<file path="config.mk">
export PLATFORM = sky130hd
export DESIGN_NAME = wsacc_pe_seq
export DESIGN_NICKNAME = d
export VERILOG_FILES = /design/src/rtl/wsacc_pe_seq.sv
export SDC_FILE = /design/constraint.sdc
export NUM_CORES = 1
export LEC_CHECK = 0
export ABC_AREA = 0
export CAP_MARGIN = 20
export CELL_PAD_IN_SITES_DETAIL_PLACEMENT = 2
export CELL_PAD_IN_SITES_GLOBAL_PLACEMENT = 2
export CORE_MARGIN = 1.5
export CORE_UTILIZATION = 22
export DETAILED_ROUTE_END_ITERATION = 8
export PLACE_DENSITY_LB_ADDON = 0.05
export RECOVER_POWER = 100
export SLEW_MARGIN = 20
export SYNTH_ARGS = -nofsm -noshare
export SYNTH_HDL_FRONTEND = slang
export SYNTH_SLANG_ARGS = --single-unit
</file>
<file path="constraint.sdc">
create_clock -name clk -period 5.82 [get_ports clk]
set_input_delay 0.873 -clock clk [delete_from_list [all_inputs] [get_ports clk]]
set_output_delay 0.873 -clock clk [all_outputs]
set_load 0.02 [all_outputs]
</file>
<file path="src/rtl/wsacc_pe_seq.sv">
// ---------------------------------------------------------------------------------------------
// wsacc_pe_seq
// Sequencer for a single weight-stationary PE. A job loads a windowElements-deep signed kernel
// from a valid/ready weight stream into the PE, then streams num_windows activation windows
// through the PE. Each combinational PE result is captured in a 1-entry valid/ready output
// buffer.
//
// Optional feature macro: WSACC_PE_SEQ_WEIGHT_REUSE_EN
//   Adds reuse_i. A start with reuse_i=1 skips LOAD when a kernel has already been loaded
//   since reset.
//
// Ports:
//   clk, nrst                  clock, asynchronous active-low reset
//   start_i, num_windows_i     job start (sampled in IDLE) and window count
//   busy_o, done_o             not-IDLE status, one-cycle completion pulse
//   w_valid_i/w_ready_o/w_data_i                weight stream
//   pe_weight_wr_en_o/pe_weight_addr_o/pe_weight_o  PE weight write port
//   x_valid_i/x_ready_o/x_data_i                activation window stream
//   pe_data_o, pe_result_i     PE data input, PE combinational result
//   y_valid_o/y_ready_i/y_data_o                result stream
// ---------------------------------------------------------------------------------------------
module wsacc_pe_seq #(
    parameter int unsigned dataWidth      = 8,
    parameter int unsigned outputWidth    = 32,
    parameter int unsigned windowElements = 9,
    parameter int unsigned countWidth     = 16
) (
    input  logic                                clk,
    input  logic                                nrst,
    input  logic                                start_i,
`ifdef WSACC_PE_SEQ_WEIGHT_REUSE_EN
    input  logic                                reuse_i,
`endif
    input  logic [countWidth-1:0]               num_windows_i,
    output logic                                busy_o,
    output logic                                done_o,
    input  logic                                w_valid_i,
    output logic                                w_ready_o,
    input  logic [dataWidth-1:0]                w_data_i,
    output logic                                pe_weight_wr_en_o,
    output logic [3:0]                          pe_weight_addr_o,
    output logic [dataWidth-1:0]                pe_weight_o,
    input  logic                                x_valid_i,
    output logic                                x_ready_o,
    input  logic [windowElements*dataWidth-1:0] x_data_i,
    output logic [windowElements*dataWidth-1:0] pe_data_o,
    input  logic [outputWidth-1:0]              pe_result_i,
    output logic                                y_valid_o,
    input  logic                                y_ready_i,
    output logic [outputWidth-1:0]              y_data_o
);

    typedef enum logic [1:0] {
        StIdle,
        StLoad,
        StCompute,
        StDrain
    } state_e;

    localparam logic [3:0] LastAddr = 4'(windowElements - 1);

    state_e                  state_q, state_d;
    logic [3:0]              load_cnt_q, load_cnt_d;
    logic [countWidth-1:0]   win_cnt_q, win_cnt_d;
    logic [countWidth-1:0]   num_win_q, num_win_d;
    logic                    done_zero_q, done_zero_d;
    logic                    y_valid_q, y_valid_d;
    logic [outputWidth-1:0]  y_data_q, y_data_d;
    logic                    skip_load;

    logic w_hs;
    logic x_hs;
    logic y_hs;
    logic drain_done;

`ifdef WSACC_PE_SEQ_WEIGHT_REUSE_EN
    logic weights_loaded_q, weights_loaded_d;
    assign skip_load = reuse_i & weights_loaded_q;
`else
    assign skip_load = 1'b0;
`endif

    // Handshakes and combinational outputs.
    assign w_ready_o         = (state_q == StLoad);
    assign w_hs              = w_valid_i & w_ready_o;
    assign pe_weight_wr_en_o = w_hs;
    assign pe_weight_addr_o  = load_cnt_q;
    assign pe_weight_o       = w_data_i;

    // A single buffer still sustains one window per cycle: a new window may enter whenever the
    // buffered result leaves in the same cycle.
    assign x_ready_o = (state_q == StCompute) & (~y_valid_q | y_ready_i);
    assign x_hs      = x_valid_i & x_ready_o;
    assign y_hs      = y_valid_q & y_ready_i;
    assign pe_data_o = x_data_i;

    assign drain_done = (state_q == StDrain) & (~y_valid_q | y_ready_i);

    // Zero-window jobs report completion from a register; drain completion is combinational so
    // the pulse lines up with the final result handshake.
    assign done_o    = done_zero_q | drain_done;
    assign busy_o    = (state_q != StIdle);
    assign y_valid_o = y_valid_q;
    assign y_data_o  = y_data_q;

    always_comb begin
        state_d     = state_q;
        load_cnt_d  = load_cnt_q;
        win_cnt_d   = win_cnt_q;
        num_win_d   = num_win_q;
        done_zero_d = 1'b0;
        y_valid_d   = y_valid_q;
        y_data_d    = y_data_q;
`ifdef WSACC_PE_SEQ_WEIGHT_REUSE_EN
        weights_loaded_d = weights_loaded_q;
`endif

        unique case (state_q)
            StIdle: begin
                if (start_i) begin
                    num_win_d  = num_windows_i;
                    win_cnt_d  = '0;
                    load_cnt_d = '0;
                    if (num_windows_i == '0) begin
                        done_zero_d = 1'b1;
                    end else if (skip_load) begin
                        state_d = StCompute;
                    end else begin
                        state_d = StLoad;
                    end
                end
            end
            StLoad: begin
                if (w_hs) begin
                    if (load_cnt_q == LastAddr) begin
                        load_cnt_d = '0;
                        state_d    = StCompute;
`ifdef WSACC_PE_SEQ_WEIGHT_REUSE_EN
                        weights_loaded_d = 1'b1;
`endif
                    end else begin
                        load_cnt_d = load_cnt_q + 4'd1;
                    end
                end
            end
            StCompute: begin
                if (x_hs) begin
                    if (win_cnt_q == num_win_q - countWidth'(1)) begin
                        win_cnt_d = '0;
                        state_d   = StDrain;
                    end else begin
                        win_cnt_d = win_cnt_q + countWidth'(1);
                    end
                end
            end
            StDrain: begin
                if (drain_done) begin
                    state_d = StIdle;
                end
            end
            default: state_d = StIdle;
        endcase

        // Output buffer: a simultaneous load wins over the drain so valid stays high.
        if (x_hs) begin
            y_data_d  = pe_result_i;
            y_valid_d = 1'b1;
        end else if (y_hs) begin
            y_valid_d = 1'b0;
        end
    end

    always_ff @(posedge clk or negedge nrst) begin
        if (!nrst) begin
            state_q     <= StIdle;
            load_cnt_q  <= '0;
            win_cnt_q   <= '0;
            num_win_q   <= '0;
            done_zero_q <= 1'b0;
            y_valid_q   <= 1'b0;
            y_data_q    <= '0;
        end else begin
            state_q     <= state_d;
            load_cnt_q  <= load_cnt_d;
            win_cnt_q   <= win_cnt_d;
            num_win_q   <= num_win_d;
            done_zero_q <= done_zero_d;
            y_valid_q   <= y_valid_d;
            y_data_q    <= y_data_d;
        end
    end

`ifdef WSACC_PE_SEQ_WEIGHT_REUSE_EN
    always_ff @(posedge clk or negedge nrst) begin
        if (!nrst) begin
            weights_loaded_q <= 1'b0;
        end else begin
            weights_loaded_q <= weights_loaded_d;
        end
    end
`endif

endmodule

</file>
==> results of run 1 <==
power by group:
part | total (W) | internal (W) | leakage [nW] | switching, W
logic | 0.000272 | 0.000124 | 1.31 | 0.000148
registers | 0.000602 | 0.000550 | 0.927 | 0.0000520
clock network | 0.000712 | 0.000475 | 0.176 | 0.000238
area by class of cell:
| type | instances | share of cell area (%) |
|---|---|---|
| Clock buffer | 11 | 4.569 |
| Clock inverter | 5 | 2.402 |
| Inverter | 11 | 0.7772 |
| Multi-Input combinational cell | 297 | 33.96 |
| Sequential cell | 72 | 33.91 |
| Tap cell | 265 | 6.241 |
| Timing Repair Buffer | 98 | 18.13 |
registers in the layout, summed over array words and instances (netlist names):
| register | cells |
|---|---|
| done_zero_q | 1 |
| num_win_q | 16 |
| pe_weight_addr_o | 4 |
| state_q | 2 |
| win_cnt_q | 16 |
| y_data_o | 32 |
| y_valid_o | 1 |
cell usage in the layout, fill, tap and decap left out, types with 3 or more instances in the layout:
cell type and instances:
nor4_1 7, bufinv_16 4, clkdlybuf4s50_1 50, o211ai_1 4, nand2_1 116, xor2_1 17
nand4_1 5, inv_1 11, nand3b_1 4, and3_1 3, dlygate4sd3_1 44, o21ai_0 12
nor3_1 9, ha_1 9, dfrtp_1 72, a21oi_1 17, nand3_1 10, xnor2_1 17
or3_1 3, clkbuf_1 3, mux2_2 17, nand2b_1 4, clkbuf_16 9, nor2_1 9
worst max-delay path, cell delays in order:
cell and delay, ns:
dlygate4sd3_1 0.53, nand2b_1 0.25, a21o_1 0.22, dlygate4sd3_1 0.65
routing by layer:
layer,vias up,global-route usage [%],share of wire (%)
met5,-,0,0
met4,0,4.296,1.0
met3,17,5.465,7.9
met2,92,21.61,47
met1,1692,16.58,44
li1,1522,-,-
cell families (layout without fill, tap and decap cells):
logic type               after synthesis  count (layout)  synth area share [%]
XOR/XNOR                              34              34                 6.849
adder cells (fa/ha/maj)                9               9                 2.590
buffers and inverters                108             125                 16.83
AND/OR/NAND/NOR                      185             185                 20.03
flip-flops                            72              72                 41.44
AO/OA/AOI/OAI                         50              50                 7.396
multiplexers                          19              19                 4.863
stage by stage:
| stage | hold WS (ns) | instance area (sq um) | total power [W] | instances |
|---|---|---|---|---|
| CTS | 0.4109 | 5330 | 0.001644 | 759 |
| global route | 0.5043 | 5313 | 0.001675 | 759 |
| detailed placement | 0.4616 | 4960 | 0.0009060 | 743 |
| global placement | 0.4574 | 4960 | 0.0008994 | 743 |
| floorplan | 0.4995 | 4348 | 0.0008177 | 477 |
| finish | 0.4700 | 5313 | 0.001586 | 759 |
how the worst max path moves through the flow:
stage                  from       endpoint  slack, ns
3_3_place_gp      y_ready_i      x_ready_o       2.57
3_5_place_dp      y_ready_i  win_cnt_q[15]       2.54
2_1_floorplan  num_win_q[5]  win_cnt_q[10]       3.00
5_1_grt        num_win_q[0]   win_cnt_q[0]       2.15
4_1_cts        num_win_q[5]   win_cnt_q[0]       2.52
6_report          y_ready_i         done_o       2.43
==> run_results.csv, run 1 <==
group,metric,value,unit
global_route,overflow,0,
clock_network,htreeDepth,3,
status,status,"finished clean",
worst_hold_path,hold_class,"flip-flop to flip-flop",
finish,multiInputGateArea,1804,sq um
yosys,synth_cell_types,48,
yosys,syn_nets,620,
yosys,syn_inst,477,
timing,min_period_over_period,58.33,%
placement,dp_slack,2.537,ns
critical_path,required,4.95,ns
global_route,antenna_found_initial,0,
timing,slew_viol_final,0,
global_route,grt_pass1_vias,3695,
floorplan,ios,256,
yosys,syn_area_per_cell,9.115,sq um
drt,vias,3323,
placement,hpwlAfterDp,9.727,mm
timing,maxClockFrequency,294.6,MHz
clock_network,cts-root-buf,"clkbuf_16",
placement,portBuffers,95,
timing,hold_viol,0,
timing,skew,0.01050,ns
global_route,grt_usage,13.52,%
critical_path,worstPathMaxFanout,5,
timing,finalSetupViolations,0,
floorplan,die_y,143.6,um
clock_network,clock-sinks,72,
critical_path,reg2reg_to,"win_cnt_q[0]",
floorplan,core_area,19400,sq um
yosys,synth_top_flop_cell,"dfrtp_1",
pwr,p_leak,2.413,nW
critical_path,crit_type,"input port to primary output",
worst_hold_path,min_from,"y_data_o[24]",
yosys,synth_top_area_cell,"dfrtp_1",
pwr,p_per_area,298.6,nW/um^2
finish,final_net_count,632,
worst_hold_path,min_path_cells,2,
clock_network,post_cts_resized,0,
timing,tns,0,ns
timing,post-route-min-period,3.395,ns
timing,rsz0062_at_grt,"no",
worst_hold_path,holdPathEnd,"y_data_o[24]",
yosys,synth_top_area_share,41.44,%
job,drv_cap,0,
critical_path,r2r_start,"num_win_q[0]",
timing,max_slew_margin,20.27,%
critical_path,start_kind,"input port",
yosys,seq_area_frac_synth,41.44,%
clock_network,numCtsBuffers,9,
drt,routed_wl,13.13,mm
finish,layout-drive-gt1-share,8.502,%
critical_path,r2r_cells,9,
floorplan,fp-row-count,51,
critical_path,critPathArrivalTime,2.52,ns
pwr,ir_worst_vdd,138.1,uV
drt,drt_pass1_iterations,4,
clock_network,cts_tree,"yes",
drt,wire_per_inst,17.29,um
finish,fillers,2179,
floorplan,dieArea,20620,sq um
critical_path,end_kind,"primary output",
clock_network,post-cts-setup-buffer-count,0,
yosys,synth_common_cells,"nand2_1, buf_4, dfrtp_1",
finish,num_antenna_cells,0,
clock_network,clk_path_buf_depth,2,
clock_network,path_clk_slew,0.06,ns
yosys,ys_seq_elements,72,
drt,drt_iter0_drc,48,
floorplan,fp.dieW,143.6,um
clock_network,postCtsHoldBufs,0,
timing,worst_pin_slew,1.196,ns
critical_path,reg2reg_setup_slack,2.46,ns
finish,final_util,27.39,%
timing,postLayoutSetupSlackWorst,2.425,ns
yosys,synth_area,4348,sq um
drt,drc_errors,0,
yosys,ys_warn_count,0,
placement,place_congestion,0.6962,
global_route,grt_max_degree,54,
yosys,yosysMostFrequentCell,"nand2_1",
clock_network,clk_latency,0.34,ns
yosys,async_reset_ff_share,100.0,%
yosys,ys_top_cells_by_area,"dfrtp_1, buf_4, nand2_1",
drt,vias_per_cell,4.378,
finish,synthToLayoutAreaGrowth,22.19,%
drt,drtAntennaViolNets,0,
global_route,grt_pass1_wl,21.12,mm
finish,regArea,1802,sq um
floorplan,start_util,22.41,%
yosys,synth_edf_count,0,
Note: power is estimated with default switching activity, not from simulation.
==> inputs of run 2 (changes only) <==
--- a/config.mk
+++ b/config.mk
@@ -10,7 +10,7 @@
 export CELL_PAD_IN_SITES_DETAIL_PLACEMENT = 2
 export CELL_PAD_IN_SITES_GLOBAL_PLACEMENT = 2
 export CORE_MARGIN = 1.5
-export CORE_UTILIZATION = 22
+export CORE_UTILIZATION = 19
 export DETAILED_ROUTE_END_ITERATION = 8
 export PLACE_DENSITY_LB_ADDON = 0.05
 export RECOVER_POWER = 100
==> constraint.sdc (replaced) <==
create_clock -name clk -period 2.94 [get_ports clk]
set_input_delay 0.441 -clock clk [delete_from_list [all_inputs] [get_ports clk]]
set_output_delay 0.441 -clock clk [all_outputs]
set_load 0.02 [all_outputs]
==> run 2 against run 1 <==
The run now ends with capacitance limit, slew limit left; global-route usage decreased by 1.8 points; via count increased by 1.1%; die area increased by 15%; critical path type is now flip-flop to flip-flop; largest power group unchanged.
==> run_results.csv, run 2 (synthesized netlist as in run 1, its figures left out) <==
group,metric,value,unit
status,status,"finished, violations left",
status,violations,"capacitance limit, slew limit",
timing,postLayoutSetupSlackWorst,0.1441,ns
timing,skew,0.006379,ns
finish,layout_commonest_cell,"nand2_1",
floorplan,die_y,154.3,um
floorplan,fp-row-count,55,
clock_network,post-cts-setup-buffer-count,0,
finish,stdcell_count,788,
placement,dp.cells,773,
finish,fillers,2537,
placement,place_congestion,0.7388,
drt,drtAntennaViolNets,0,
timing,whs,0.4705,ns
clock_network,clk_latency,0.34,ns
critical_path,r2r_start,"num_win_q[7]",
critical_path,r2r_cells,8,
clock_network,cts_tree,"yes",
finish,final_util,24.16,%
critical_path,start_kind,"flip-flop",
clock_network,numCtsBuffers,9,
worst_hold_path,hold_class,"flip-flop to flip-flop",
timing,maxClockFrequency,357.7,MHz
timing,finalSetupViolations,0,
critical_path,required,3.14,ns
critical_path,critPathArrivalTime,3.00,ns
clock_network,cts-root-buf,"clkbuf_16",
floorplan,start_util,19.26,%
timing,slew_viol_final,73,
worst_hold_path,min_path_cells,2,
drt,routed_wl,13.53,mm
critical_path,reg2reg_setup_slack,0.14,ns
drt,vias,3361,
drt,wire_per_inst,17.17,um
critical_path,crit_type,"flip-flop to flip-flop",
global_route,grt_max_degree,73,
clock_network,clock-sinks,72,
clock_network,htreeDepth,3,
floorplan,fp.dieW,154.3,um
drt,vias_per_cell,4.265,
drt,drt_pass1_iterations,4,
finish,final_net_count,642,
global_route,overflow,0,
pwr,ir_worst_vdd,237.4,uV
drt,drc_errors,0,
placement,dp_slack,0.07919,ns
global_route,grt_pass1_vias,3772,
pwr,p_per_area,567.6,nW/um^2
pwr,p_leak,2.482,nW
global_route,antenna_found_initial,1,
finish,num_antenna_cells,0,
global_route,grt_pass1_wl,21.45,mm
critical_path,startpoint,"num_win_q[7]",
placement,hpwlAfterDp,10.02,mm
job,drv_cap,1,
floorplan,ios,256,
timing,tns,0,ns
worst_hold_path,min_from,"y_data_o[7]",
drt,drt_iter0_drc,80,
finish,layout-drive-gt1-share,11.53,%
critical_path,end_kind,"flip-flop",
timing,max_slew_margin,-36.29,%
clock_network,path_clk_slew,0.06,ns
floorplan,core_area,22570,sq um
placement,portBuffers,95,
timing,hold_viol,0,
finish,synthToLayoutAreaGrowth,25.41,%
critical_path,worstPathMaxFanout,16,
clock_network,clk_path_buf_depth,2,
clock_network,postCtsHoldBufs,0,
global_route,grt_usage,11.70,%
critical_path,reg2reg_to,"win_cnt_q[2]",
timing,min_period_over_period,95.10,%
timing,worst_pin_slew,2.044,ns
floorplan,dieArea,23800,sq um
finish,largest_register_ffs,32,
timing,post-route-min-period,2.796,ns
finish,final_cell_mix,"nand2_1, dfrtp_1, clkdlybuf4s50_1",
worst_hold_path,holdPathEnd,"y_data_o[7]",
run 2: changes by cell type in the layout (fill, tap and decap cells not counted), moves of 2 or more:
cell | previous run | this run
clkbuf_2 | 0 | 2
nor4_1 | 7 | 4
nor4_2 | 1 | 3
clkdlybuf4s50_1 | 50 | 52
buf_4 | 2 | 10
clkbuf_1 | 3 | 0
dlygate4sd3_1 | 44 | 42
run 2: how the worst max path moves through the flow:
stage / slack (ns) / depth (start not counted) / end
floorplan: 0.12 / 10 / win_cnt_q[10]
global placement: 0.16 / 8 / win_cnt_q[2]
detailed placement: 0.08 / 8 / win_cnt_q[2]
CTS: 0.08 / 8 / win_cnt_q[2]
global route: -0.02 / 10 / win_cnt_q[0]
finish: 0.14 / 8 / win_cnt_q[2]
run 2: power by group:
part           leakage (nW)  total [W]  switching [W]  internal [W]
sequential            0.927    0.00119       0.000106       0.00109
combinational          1.38   0.000536       0.000289      0.000248
clock                 0.171    0.00136       0.000455      0.000909
run 2: final cells by class:
| cell class | instances | area (sq um) | share of cell area [%] |
|---|---|---|---|
| Tap cell | 285 | 356.6 | 6.540 |
| Clock inverter | 6 | 132.6 | 2.432 |
| Clock buffer | 9 | 225.2 | 4.130 |
| Multi-Input combinational cell | 297 | 1842 | 33.78 |
| Sequential cell | 72 | 1802 | 33.04 |
| Inverter | 11 | 41.29 | 0.7572 |
| Timing Repair Buffer | 108 | 1054 | 19.32 |
run 2: per-stage QoR:
step	cell area (sq um)	total power, W
floorplan	4348	0.001619
global placement	5085	0.001785
detailed placement	5085	0.001796
CTS	5443	0.003204
global route	5453	0.003276
finish	5453	0.003095
run 2: routing by layer:
| layer | up-vias | part of all wire, % | track usage [%] |
|---|---|---|---|
| met1 | 1685 | 42 | 13.58 |
| met4 | 2 | 1.5 | 3.526 |
| met2 | 99 | 49 | 19.59 |
| li1 | 1548 | - | - |
| met5 | - | 0.13 | 0 |
| met3 | 27 | 7.8 | 5.015 |
run 2: timing repair:
item / in CTS / in global routing
resized for setup: 0 / 6
endpoints found under the setup margin: 0 / 18
hold endpoints to repair: 0 / 0
run 2: critical path, cell delays in order (launching register included):
cell and delay [ns]:
dfrtp_1 0.43, or4_4 0.58, or3_4 0.45, nor4_2 0.26, xnor2_1 0.20, nand4_2 0.20, o31ai_4 0.25, buf_12 0.18
o211ai_1 0.10
==> inputs of run 3 (changes only) <==
--- a/config.mk
+++ b/config.mk
@@ -7,12 +7,12 @@
 export LEC_CHECK = 0
 export ABC_AREA = 0
 export CAP_MARGIN = 20
-export CELL_PAD_IN_SITES_DETAIL_PLACEMENT = 2
-export CELL_PAD_IN_SITES_GLOBAL_PLACEMENT = 2
-export CORE_MARGIN = 1.5
-export CORE_UTILIZATION = 19
+export CELL_PAD_IN_SITES_DETAIL_PLACEMENT = 1
+export CELL_PAD_IN_SITES_GLOBAL_PLACEMENT = 1
+export CORE_MARGIN = 3
+export CORE_UTILIZATION = 24
 export DETAILED_ROUTE_END_ITERATION = 8
-export PLACE_DENSITY_LB_ADDON = 0.05
+export PLACE_DENSITY = 0.78
 export RECOVER_POWER = 100
 export SLEW_MARGIN = 20
 export SYNTH_ARGS = -nofsm -noshare
==> run 3 against run 2 <==
Largest power group is now registers; cell count fell by 7.9%; utilization rose by 6.0 points; the flow still finishes with violations (capacitance limit, slew limit); clock power fell by 18%; wire length fell by 14%; largest cell class unchanged.
==> run_results.csv, run 3 (synthesized netlist as in run 1, its figures left out) <==
group,metric,value,unit
status,status,"finished, violations left",
status,violations,"capacitance limit, slew limit",
floorplan,start_util,24.79,%
finish,fillers,2011,
global_route,antenna_found_initial,0,
floorplan,fp-row-count,48,
clock_network,clock-sinks,72,
timing,skew,0.006008,ns
timing,finalSetupViolations,0,
drt,wire_per_inst,16.07,um
floorplan,core_area,17540,sq um
drt,drt_pass1_iterations,8,
critical_path,required,3.14,ns
placement,portBuffers,95,
pwr,total_power,0.002841,W
global_route,grt_pass1_vias,3652,
pwr,p_per_area,536.7,nW/um^2
critical_path,reg2reg_setup_slack,0.11,ns
pwr,ir_worst_vdd,262.0,uV
clock_network,numCtsBuffers,9,
critical_path,end_kind,"flip-flop",
drt,drtAntennaViolNets,0,
finish,regArea,1802,sq um
global_route,overflow,0,
floorplan,ios,256,
finish,finalInstanceArea,5293,sq um
placement,place_congestion,0.8907,
finish,stdcell_count,726,
critical_path,startpoint,"num_win_q[0]",
finish,final_cell_mix,"nand2_1, dfrtp_1, clkdlybuf4s50_1",
timing,whs,0.4706,ns
floorplan,fp.dieW,140.6,um
drt,vias_per_cell,4.625,
finish,layout_commonest_cell,"nand2_1",
clock_network,cts_tree,"yes",
global_route,grt_usage,11.71,%
placement,dp.cells,711,
drt,vias,3358,
critical_path,critPathArrivalTime,3.03,ns
drt,drt_iter0_drc,114,
floorplan,dieArea,19770,sq um
timing,maxClockFrequency,353.4,MHz
floorplan,die_y,140.6,um
pwr,p_leak,2.435,nW
critical_path,r2r_start,"num_win_q[0]",
drt,routed_wl,11.67,mm
timing,post-route-min-period,2.830,ns
clock_network,cts-root-buf,"clkbuf_16",
timing,worst_pin_slew,1.880,ns
timing,min_period_over_period,96.25,%
placement,hpwlAfterDp,8.972,mm
placement,placed_area,4982,sq um
finish,final_util,30.18,%
critical_path,crit_type,"flip-flop to flip-flop",
finish,largest_register_ffs,32,
clock_network,clk_latency,0.33,ns
clock_network,clk_path_buf_depth,2,
finish,final_net_count,640,
timing,max_slew_margin,-25.33,%
global_route,grt_max_degree,73,
finish,num_antenna_cells,0,
clock_network,htreeDepth,3,
worst_hold_path,hold_class,"flip-flop to flip-flop",
timing,slew_viol_final,73,
critical_path,start_kind,"flip-flop",
global_route,grt_pass1_wl,18.63,mm
finish,synthToLayoutAreaGrowth,21.73,%
critical_path,worstPathMaxFanout,16,
worst_hold_path,min_from,"y_data_o[18]",
timing,hold_viol,0,
job,drv_cap,1,
finish,multiInputGateArea,1826,sq um
drt,drc_errors,0,
finish,layout-drive-gt1-share,10.78,%
clock_network,path_clk_slew,0.06,ns
run 3: per-layer routing:
| layer | vias up | part of all wire, % | track usage [%] |
|---|---|---|---|
| met5 | - | 0 | 0 |
| met4 | 0 | 2.9 | 5.252 |
| met3 | 29 | 4.6 | 3.053 |
| met2 | 88 | 49 | 19.56 |
| met1 | 1696 | 43 | 14.21 |
| li1 | 1545 | - | - |
run 3: final cells by class:
class / instances / share of cell area, %
tap: 225 / 5.319
timing repair buffer: 106 / 19.55
clock inverter: 2 / 0.7092
sequential: 72 / 34.04
multi-input combinational: 297 / 34.49
inverter: 11 / 0.7801
clock buffer: 13 / 5.106
run 3: path summary, 6_finish.rpt:
path / to / depth (start not counted)
max: win_cnt_q[2] / 10
min: y_data_o[18] / 2
max reg2reg: win_cnt_q[2] / 10
min reg2reg: y_data_o[18] / 2
max in group asynchronous: win_cnt_q[0] / 1
min in group asynchronous: num_win_q[6] / 1
run 3: where the power goes:
group	switching, W	leakage [nW]	internal [W]
combinational	0.000282	1.36	0.000249
clock	0.000395	0.148	0.000722
sequential	0.000103	0.927	0.00109
run 3: repair_timing:
action | CTS | global route
hold buffers | 0 | 0
endpoints found under the hold margin | 0 | 0
resized for setup | 0 | 3
endpoints found under the setup margin | 0 | 17
buffers inserted | 0 | 0
run 3: metrics by stage:
step	worst slack, ns	setup TNS (ns)
after floorplan	0.1193	0
after global placement	0.2220	0
after detailed placement	0.03751	0
after CTS	0.02572	0
after global routing	-0.008532	-0.008532
final	0.1103	0
run 3: worst max-delay path, stage by stage, from the launching register on:
cell,delay [ns]
dfrtp_1,0.44
inv_1,0.08
ha_1,0.21
or4b_4,0.53
nor4_2,0.30
xnor2_1,0.15
nor4_2,0.26
nand4_2,0.19
o31ai_4,0.26
buf_12,0.18
o211ai_1,0.10
